`config.mk`:
```
export PLATFORM = sky130hd
export DESIGN_NAME = hazard_forward_unit_flat
export DESIGN_NICKNAME = d
export VERILOG_FILES = /design/src/rtl/hazard_forward_unit_if.sv /design/src/rtl/hazard_forward_unit.sv /design/src/flat_wrapper.sv
export SDC_FILE = /design/constraint.sdc
export NUM_CORES = 1
export LEC_CHECK = 0
export BUFFER_PORTS_ARGS = -buffer_cell sky130_fd_sc_hd__buf_2
export CORE_ASPECT_RATIO = 1.2
export CORE_MARGIN = 3
export CORE_UTILIZATION = 44
export DETAILED_ROUTE_END_ITERATION = 6
export PLACE_DENSITY = 0.79
export SETUP_SLACK_MARGIN = 0.4
export SYNTH_ARGS = -nofsm -noshare
export SYNTH_HDL_FRONTEND = slang
export SYNTH_SLANG_ARGS = --single-unit
```
`constraint.sdc`:
```
create_clock -name clk -period 1.9 [get_ports clk]
set_clock_uncertainty 0.05 [all_clocks]
set_input_delay 0.19 -clock clk [delete_from_list [all_inputs] [get_ports clk]]
set_output_delay 0.19 -clock clk [all_outputs]
set_load 0.01 [all_outputs]
```
`src/rtl/hazard_forward_unit_if.sv`:
```
// ID-stage hazard/forwarding bus: decoded ID metadata in, stall and EX operand selects out.
// The debug signals expose the RUN/STALL view and the shadow pipeline contents.
interface hazard_forward_unit_if;
    logic        id_valid;
    logic [4:0]  id_rs1;
    logic [4:0]  id_rs2;
    logic        id_uses_rs1;
    logic        id_uses_rs2;
    logic [4:0]  id_rd;
    logic        id_reg_write;
    logic        id_mem_read;
    logic        flush;
    logic        stall;
    logic [1:0]  forward_a;
    logic [1:0]  forward_b;
    logic [15:0] stall_count;
    logic        fsm_state;   // 0 = RUN, 1 = STALL
    logic [23:0] shadow_dbg;  // {ex, mem, wb}, each {valid, rd[4:0], reg_write, mem_read}

    // Handshake: no valid/ready pair. id_valid qualifies the ID fields every cycle;
    // stall is the back-pressure and must hold PC and IF/ID in the same cycle.
    modport master (
        output id_valid, id_rs1, id_rs2, id_uses_rs1, id_uses_rs2,
        output id_rd, id_reg_write, id_mem_read, flush,
        input  stall, forward_a, forward_b, stall_count, fsm_state, shadow_dbg
    );

    modport slave (
        input  id_valid, id_rs1, id_rs2, id_uses_rs1, id_uses_rs2,
        input  id_rd, id_reg_write, id_mem_read, flush,
        output stall, forward_a, forward_b, stall_count, fsm_state, shadow_dbg
    );
endinterface

```
`src/rtl/hazard_forward_unit.sv`:
```
// Load-use stall and EX operand-forwarding select generator for the 5-stage pipeline.
// Optional stall statistics counter enabled by defining HAZARD_STATS_EN.
module hazard_forward_unit (
    input logic                  clk,
    input logic                  reset,
    hazard_forward_unit_if.slave bus
);
    typedef struct packed {
        logic       valid;
        logic [4:0] rd;
        logic       reg_write;
        logic       mem_read;
    } shadow_t;

    typedef enum logic {RUN = 1'b0, STALL = 1'b1} state_e;

    shadow_t    ex_q, ex_d, mem_q, wb_q;
    logic [1:0] fwd_a_q, fwd_a_d, fwd_b_q, fwd_b_d;
    logic       hazard, bubble;
    state_e     state_q, state_d;

    function automatic logic produces(input shadow_t s, input logic [4:0] r);
        return s.valid && s.reg_write && (s.rd == r) && (r != 5'd0);
    endfunction

    // Nearest producer wins; WB is never forwarded since the register file writes before reading.
    function automatic logic [1:0] fwd_sel(input logic uses, input logic [4:0] r,
                                           input shadow_t ex_s, input shadow_t mem_s);
        if (!uses)                 return 2'b00;
        else if (produces(ex_s, r))  return 2'b10;
        else if (produces(mem_s, r)) return 2'b01;
        else                       return 2'b00;
    endfunction

    always_comb begin
        hazard = bus.id_valid && !bus.flush && ex_q.valid && ex_q.mem_read &&
                 (ex_q.rd != 5'd0) &&
                 ((bus.id_uses_rs1 && (ex_q.rd == bus.id_rs1)) ||
                  (bus.id_uses_rs2 && (ex_q.rd == bus.id_rs2)));
        bubble = hazard || bus.flush || !bus.id_valid;
    end

    always_comb begin
        ex_d    = '0;
        fwd_a_d = 2'b00;
        fwd_b_d = 2'b00;
        if (!bubble) begin
            ex_d    = '{valid: 1'b1, rd: bus.id_rd,
                        reg_write: bus.id_reg_write, mem_read: bus.id_mem_read};
            fwd_a_d = fwd_sel(bus.id_uses_rs1, bus.id_rs1, ex_q, mem_q);
            fwd_b_d = fwd_sel(bus.id_uses_rs2, bus.id_rs2, ex_q, mem_q);
        end
    end

    // STALL lasts one cycle: the bubble now in EX cannot create another load-use hazard.
    always_comb begin
        state_d = RUN;
        case (state_q)
            RUN:     state_d = hazard ? STALL : RUN;
            STALL:   state_d = RUN;
            default: state_d = RUN;
        endcase
    end

    always_ff @(posedge clk) begin
        if (reset) begin
            ex_q    <= '0;
            mem_q   <= '0;
            wb_q    <= '0;
            fwd_a_q <= 2'b00;
            fwd_b_q <= 2'b00;
            state_q <= RUN;
        end else begin
            ex_q    <= ex_d;
            mem_q   <= ex_q;
            wb_q    <= mem_q;
            fwd_a_q <= fwd_a_d;
            fwd_b_q <= fwd_b_d;
            state_q <= state_d;
        end
    end

`ifdef HAZARD_STATS_EN
    logic [15:0] cnt_q, cnt_d;

    always_comb begin
        cnt_d = cnt_q;
        if (hazard && (cnt_q != 16'hFFFF)) cnt_d = cnt_q + 16'd1;
    end

    always_ff @(posedge clk) begin
        if (reset) cnt_q <= 16'h0000;
        else       cnt_q <= cnt_d;
    end

    assign bus.stall_count = cnt_q;
`else
    assign bus.stall_count = 16'h0000;
`endif

    assign bus.stall      = hazard;
    assign bus.forward_a  = fwd_a_q;
    assign bus.forward_b  = fwd_b_q;
    assign bus.fsm_state  = (state_q == STALL);
    assign bus.shadow_dbg = {ex_q, mem_q, wb_q};
endmodule

```
`src/flat_wrapper.sv`:
```
// flat-port wrapper written by rule: the top's interface ports become plain ports
module hazard_forward_unit_flat 
  (clk, reset, bus_id_valid, bus_id_rs1, bus_id_rs2, bus_id_uses_rs1, bus_id_uses_rs2, bus_id_rd, bus_id_reg_write, bus_id_mem_read, bus_flush, bus_stall, bus_forward_a, bus_forward_b, bus_stall_count, bus_fsm_state, bus_shadow_dbg);
  hazard_forward_unit_if bus_i ();
  input logic clk;
  input logic reset;
  input wire logic [$bits(bus_i.id_valid)-1:0] bus_id_valid;
  input wire logic [$bits(bus_i.id_rs1)-1:0] bus_id_rs1;
  input wire logic [$bits(bus_i.id_rs2)-1:0] bus_id_rs2;
  input wire logic [$bits(bus_i.id_uses_rs1)-1:0] bus_id_uses_rs1;
  input wire logic [$bits(bus_i.id_uses_rs2)-1:0] bus_id_uses_rs2;
  input wire logic [$bits(bus_i.id_rd)-1:0] bus_id_rd;
  input wire logic [$bits(bus_i.id_reg_write)-1:0] bus_id_reg_write;
  input wire logic [$bits(bus_i.id_mem_read)-1:0] bus_id_mem_read;
  input wire logic [$bits(bus_i.flush)-1:0] bus_flush;
  output wire logic [$bits(bus_i.stall)-1:0] bus_stall;
  output wire logic [$bits(bus_i.forward_a)-1:0] bus_forward_a;
  output wire logic [$bits(bus_i.forward_b)-1:0] bus_forward_b;
  output wire logic [$bits(bus_i.stall_count)-1:0] bus_stall_count;
  output wire logic [$bits(bus_i.fsm_state)-1:0] bus_fsm_state;
  output wire logic [$bits(bus_i.shadow_dbg)-1:0] bus_shadow_dbg;
  assign bus_i.id_valid = bus_id_valid;
  assign bus_i.id_rs1 = bus_id_rs1;
  assign bus_i.id_rs2 = bus_id_rs2;
  assign bus_i.id_uses_rs1 = bus_id_uses_rs1;
  assign bus_i.id_uses_rs2 = bus_id_uses_rs2;
  assign bus_i.id_rd = bus_id_rd;
  assign bus_i.id_reg_write = bus_id_reg_write;
  assign bus_i.id_mem_read = bus_id_mem_read;
  assign bus_i.flush = bus_flush;
  assign bus_stall = bus_i.stall;
  assign bus_forward_a = bus_i.forward_a;
  assign bus_forward_b = bus_i.forward_b;
  assign bus_stall_count = bus_i.stall_count;
  assign bus_fsm_state = bus_i.fsm_state;
  assign bus_shadow_dbg = bus_i.shadow_dbg;
  hazard_forward_unit u_core (.clk(clk), .reset(reset), .bus(bus_i));
endmodule
```
; ---- After elaboration in Yosys (flattened, before gate mapping)
; Index checks and enable logic that the tools add are counted.
[totals]
ff_bits = 29
inputBits = 23
out_inout_bits = 46
elab_cells = 61
[classes]
eq_ne = 4
n_mux = 7
n_bitwise = 3
reduce_logical = 30
[op_table]
columns = cell, count
row1 = $eq A5 B5 Y1, 4
row2 = $logic_and A1 B1 Y1, 17
row3 = $reduce_bool A5 Y1, 3
row4 = $mux W8, 1
row5 = $reduce_or A4 Y1, 2
row6 = $reduce_or A3 Y1, 2
row7 = $mux W2, 2
row8 = $logic_or A1 B1 Y1, 3
row9 = $mux W1, 3
row10 = $not A1 Y1, 3
row11 = $logic_not A1 Y1, 2
row12 = $pmux W1 S2, 1
row13 = $reduce_or A2 Y1, 1

; ---- Logic depth before layout (Yosys ltp)
[depth]
ltp_word = 9
depth_mapped = 6

; ---- Worst setup path after synthesis
; OpenSTA, ideal clock, no wires.
[synth_path]
path_kind = register to register
startpoint = reg u_core.ex_q (netlist bit u_core.bus.shadow_dbg[21])
endpoint = reg u_core.ex_q (netlist bit u_core.bus.shadow_dbg[16])
arrival_time_ns = 1.498
slack_ns = 0.235
path_stages_with_launch = 7
path_cell_list = dfxtp_1 -> xor2_1 -> nor3_2 -> nand3_1 -> o32a_4 -> buf_6 -> and4b_1
[synth_via]
elab_chain_cells = 7
elab_cells_between_ends = 11
cone_classes = 2 x eq/ne / 9 x reduce/logical
[synth_lines]
columns = item, line
row1 = start: declaration, hazard_forward_unit.sv:17  ; shadow_t ex_q, ex_d, mem_q, wb_q;
row2 = start signal: assignment, hazard_forward_unit.sv:67  ; ex_q <= '0;
row3 = start signal: assignment, hazard_forward_unit.sv:74  ; ex_q <= ex_d;
row4 = $eq A5 B5 Y1 (on tied branches), "hazard_forward_unit.sv:38, hazard_forward_unit.sv:39"
row5 = $logic_and A1 B1 Y1 (on tied branches), "hazard_forward_unit.sv:38, hazard_forward_unit.sv:39"
row6 = $logic_or A1 B1 Y1, hazard_forward_unit.sv:38  ; ((bus.id_uses_rs1 && (ex_q.rd == bus.id_rs1)) ||
row7 = $logic_and A1 B1 Y1 (*), hazard_forward_unit.sv:37  ; (ex_q.rd != 5'd0) &&
row8 = $logic_or A1 B1 Y1 (*) (2 in a row), hazard_forward_unit.sv:40  ; bubble = hazard || bus.flush || !bus.id_valid;
row9 = $reduce_or A2 Y1 (no line) (*), --
; Every way passes the cells marked *; elsewhere a longest branch is shown, timed or not.
; A chain may end at the register's enable or synchronous reset.

; ---- Worst setup path in the final report
[layout_path]
startpoint = reg u_core.ex_q (netlist bit u_core.bus.shadow_dbg[19])
endpoint = out bus_stall
[layout_via]
elab_chain_cells = 4
elab_cells_between_ends = 8
cone_classes = 2 x eq/ne / 6 x reduce/logical
[layout_lines]
columns = item, line
row1 = $eq A5 B5 Y1 (on tied branches), "hazard_forward_unit.sv:38, hazard_forward_unit.sv:39"
row2 = $logic_and A1 B1 Y1 (on tied branches), "hazard_forward_unit.sv:38, hazard_forward_unit.sv:39"
row3 = $logic_or A1 B1 Y1, hazard_forward_unit.sv:38
row4 = $logic_and A1 B1 Y1 (*), hazard_forward_unit.sv:37
row5 = end: declaration, flat_wrapper.sv:16  ; output wire logic [$bits(bus_i.stall)-1:0] bus_stall;
; Marks and branches as above.

==> metrics <==
Inst Count DP 211; met3 wire length 323 um; final worst-path cycle share 101%; initial DRC count 21; Clk pin slew, worst setup/hold paths about 0.08 ns; largest net degree at the start of global routing 27; min-delay src bus_id_rd[0]; H-tree depth 2; Slowest-stage cell, CP o32a_4; final number of hold-violating endpoints 0; Finished Core Util roughly two thirds; WP depth 6; failing checks setup timing; Inserted Diodes 0; synth unique cells 22; final setup fails 4; initial antenna violation count 0; minimum clock period approximately 1.9 ns; Pre-antenna DRT Iters 4; CORE AREA 2680 sq um; sequential area share after synthesis 44.8%; DRT antenna net count 0; CP arrival ~1.7 ns; Layout area overhead 34.9%; Post-Layout Cell Count 230; RR Startpoint u_core.bus.shadow_dbg[19]; metal2 WL approximately 1.6 mm; share of layout cells above drive strength 1 44.2%; clock sinks 29; Synth Instances roughly 130; die area approximately 3600 sq um; Worst Hold Path Cells 2; via/cell ratio between 4 and 5; WP buf/inv 2; Routed WL around 3.2 mm; CP cell instances xor2_2 -> nor3_2 -> nand3_2 -> o32a_4 -> inv_2 -> buf_6; clock latency on the worst-skew pair between 0.3 and 0.4 ns; port bufs 52; leakage between 0.8 and 0.9 nW; RSZ-0062 raised after global routing yes; CP endpoint kind primary output; chip width roughly 56 um; synthesized area per cell ~10 sq um; fill count between 200 and 250; global-route usage over all layers ~17%; DR vias approximately 1100; Starting Density between 40% and 50%; Inserted Clock Buffers 5; wire length of the first global-routing pass 4.77 mm; Worst Slack Setup Final -0.0260 ns; vias in the first global route approximately 1000; Clock Tree Root clkbuf_4; grt total ovfl 0; # IOs 69; Die Y about 65 um; Critical path origin u_core.bus.shadow_dbg[19]; fin. max-slew vios 0; PD cells 632 nW/um^2; VDD IR max about 0.00045 V; largest stage delay on the critical path roughly 0.4 ns; Wirelength per Cell ~14 um; overall power ~1.1 mW; CP max FO 2; CP Class flop to primary output; wl on met1 ~1.3 mm; design area 1750 sq um; Detailed Place HPWL between 2 and 2.5 mm; GPL Wtd Cong around 0.93; Critical Path RT roughly 1.7 ns; status finished, violations left; R2R depth 8; total placed instance area ~1500 sq um; fmax about 0.52 GHz; drt drc 0; mapped cell area ~1300 sq um; # rows 20; CTS max path bufs 2; maxcap violations 0; #FFs+latches synth 29; CP Launch Type flop; min-delay worst type input pin to flop; highest routed layer met4; Layout Nets 219; YS warnings 0; Top delay family on crit path compound AO/OA/AOI/OAI gates; CTS tree done
==> logic make-up (layout without fill, tap and decap cells) <==
family                 Yosys count  count (layout)  share of synthesized area, %
buffers and inverters           22              75                          11.6
XOR/XNOR                        20              20                          13.5
AND/OR/NAND/NOR                 56              56                          28.0
AO/OA/AOI/OAI                    1               1                          1.74
other                            1              16                         0.290
flip-flops                      29              29                          44.8
==> per-stage QoR <==
| stage | hold slack, ns | TNS, ns | worst slack, ns |
|---|---|---|---|
| 4_1_cts | 0.0635 | -0.0131 | -0.0131 |
| 3_5_place_dp | 0.332 | 0 | 0.286 |
| 3_3_place_gp | 0.327 | 0 | 0.335 |
| 6_report | 0.0820 | -0.0528 | -0.0260 |
| 2_1_floorplan | 0.223 | 0 | 0.366 |
| 5_1_grt | 0.0719 | -0.732 | -0.113 |
==> report_power, final <==
part	internal, mW	switching, mW	leakage, nW	total [mW]
clock network	0.140	0.204	0.0320	0.345
registers	0.613	0.00891	0.238	0.622
logic	0.0608	0.0769	0.600	0.138
total	0.814	0.290	0.871	1.10
==> cell usage in the layout, fill, tap and decap left out, types with 2 or more instances in the layout <==
cell	synthesis	final
clkinv_2	0	2
and3b_1	2	2
conb_1	1	16
dfxtp_1	29	24
nor3_2	1	2
xor2_1	7	4
buf_6	1	5
nor2b_1	17	17
nor3_1	4	3
or4_1	4	4
and3_1	3	2
nand4_1	2	2
nor2_1	3	3
and4b_1	7	7
nand2_1	6	6
nor3b_2	0	2
buf_4	16	8
xnor2_1	13	13
clkbuf_4	0	5
xor2_2	0	3
dfxtp_4	0	4
buf_2	0	51
nand3_1	3	2
==> cells in the mapped netlist <==
cell | n | area share [%]
dfxtp_1 | 29 | 45
nor2b_1 | 17 | 8.2
buf_4 | 16 | 9.3
xnor2_1 | 13 | 8.8
and4b_1 | 7 | 5.4
xor2_1 | 7 | 4.7
nand2_1 | 6 | 1.7
nor3_1 | 4 | 1.5
or4_1 | 4 | 2.3
and3_1 | 3 | 1.4
clkbuf_1 | 3 | 0.87
nand3_1 | 3 | 1.2
nor2_1 | 3 | 0.87
nor3b_1 | 3 | 1.7
and3b_1 | 2 | 1.4
inv_1 | 2 | 0.58
nand4_1 | 2 | 0.97
buf_6 | 1 | 0.87
conb_1 | 1 | 0.29
nor3_2 | 1 | 0.77
nor4_1 | 1 | 0.48
o32a_4 | 1 | 1.7
==> flip-flops by register name, indices dropped and copies added (netlist names) <==
| name | flops |
|---|---|
| u_core.bus.shadow_dbg | 24 |
| u_core.bus.fsm_state | 1 |
| u_core.bus.forward_b | 2 |
| u_core.bus.forward_a | 2 |
==> what timing repair did <==
item                                    4_1_cts  5_1_grt
cloned                                        1        0
pin swaps                                     3        3
gates resized for setup                       9        7
endpoints found under the setup margin       13       14
endpoints found under the hold margin         1        0
hold buffers                                  1        0
setup buffers                                 4        5
==> area by class of cell <==
| type | count | area, sq um | area share (%) |
|---|---|---|---|
| Clock buffer | 6 | 41.3 | 2.36 |
| Clock inverter | 2 | 10.0 | 0.573 |
| Inverter | 2 | 7.51 | 0.430 |
| Multi-Input combinational cell | 93 | 668 | 38.3 |
| Sequential cell | 29 | 597 | 34.2 |
| Tap cell | 33 | 41.3 | 2.36 |
| Timing Repair Buffer | 65 | 382 | 21.8 |
==> routing by layer <==
metal | track usage [%] | vias up
met4 | 9.73 | 0
met5 | 0 | -
li1 | - | 529
met2 | 28.3 | 56
met1 | 17.6 | 498
met3 | 7.86 | 10
==> path summary, 6_finish.rpt <==
kind / end / slack (ns)
worst max register to register: u_core.bus.shadow_dbg[18] / -0.02
worst min register to register: u_core.bus.fsm_state / 0.38
worst min-delay path: u_core.bus.shadow_dbg[18] / 0.08
worst max-delay path: bus_stall / -0.03
(Power assumes the default switching activity.)
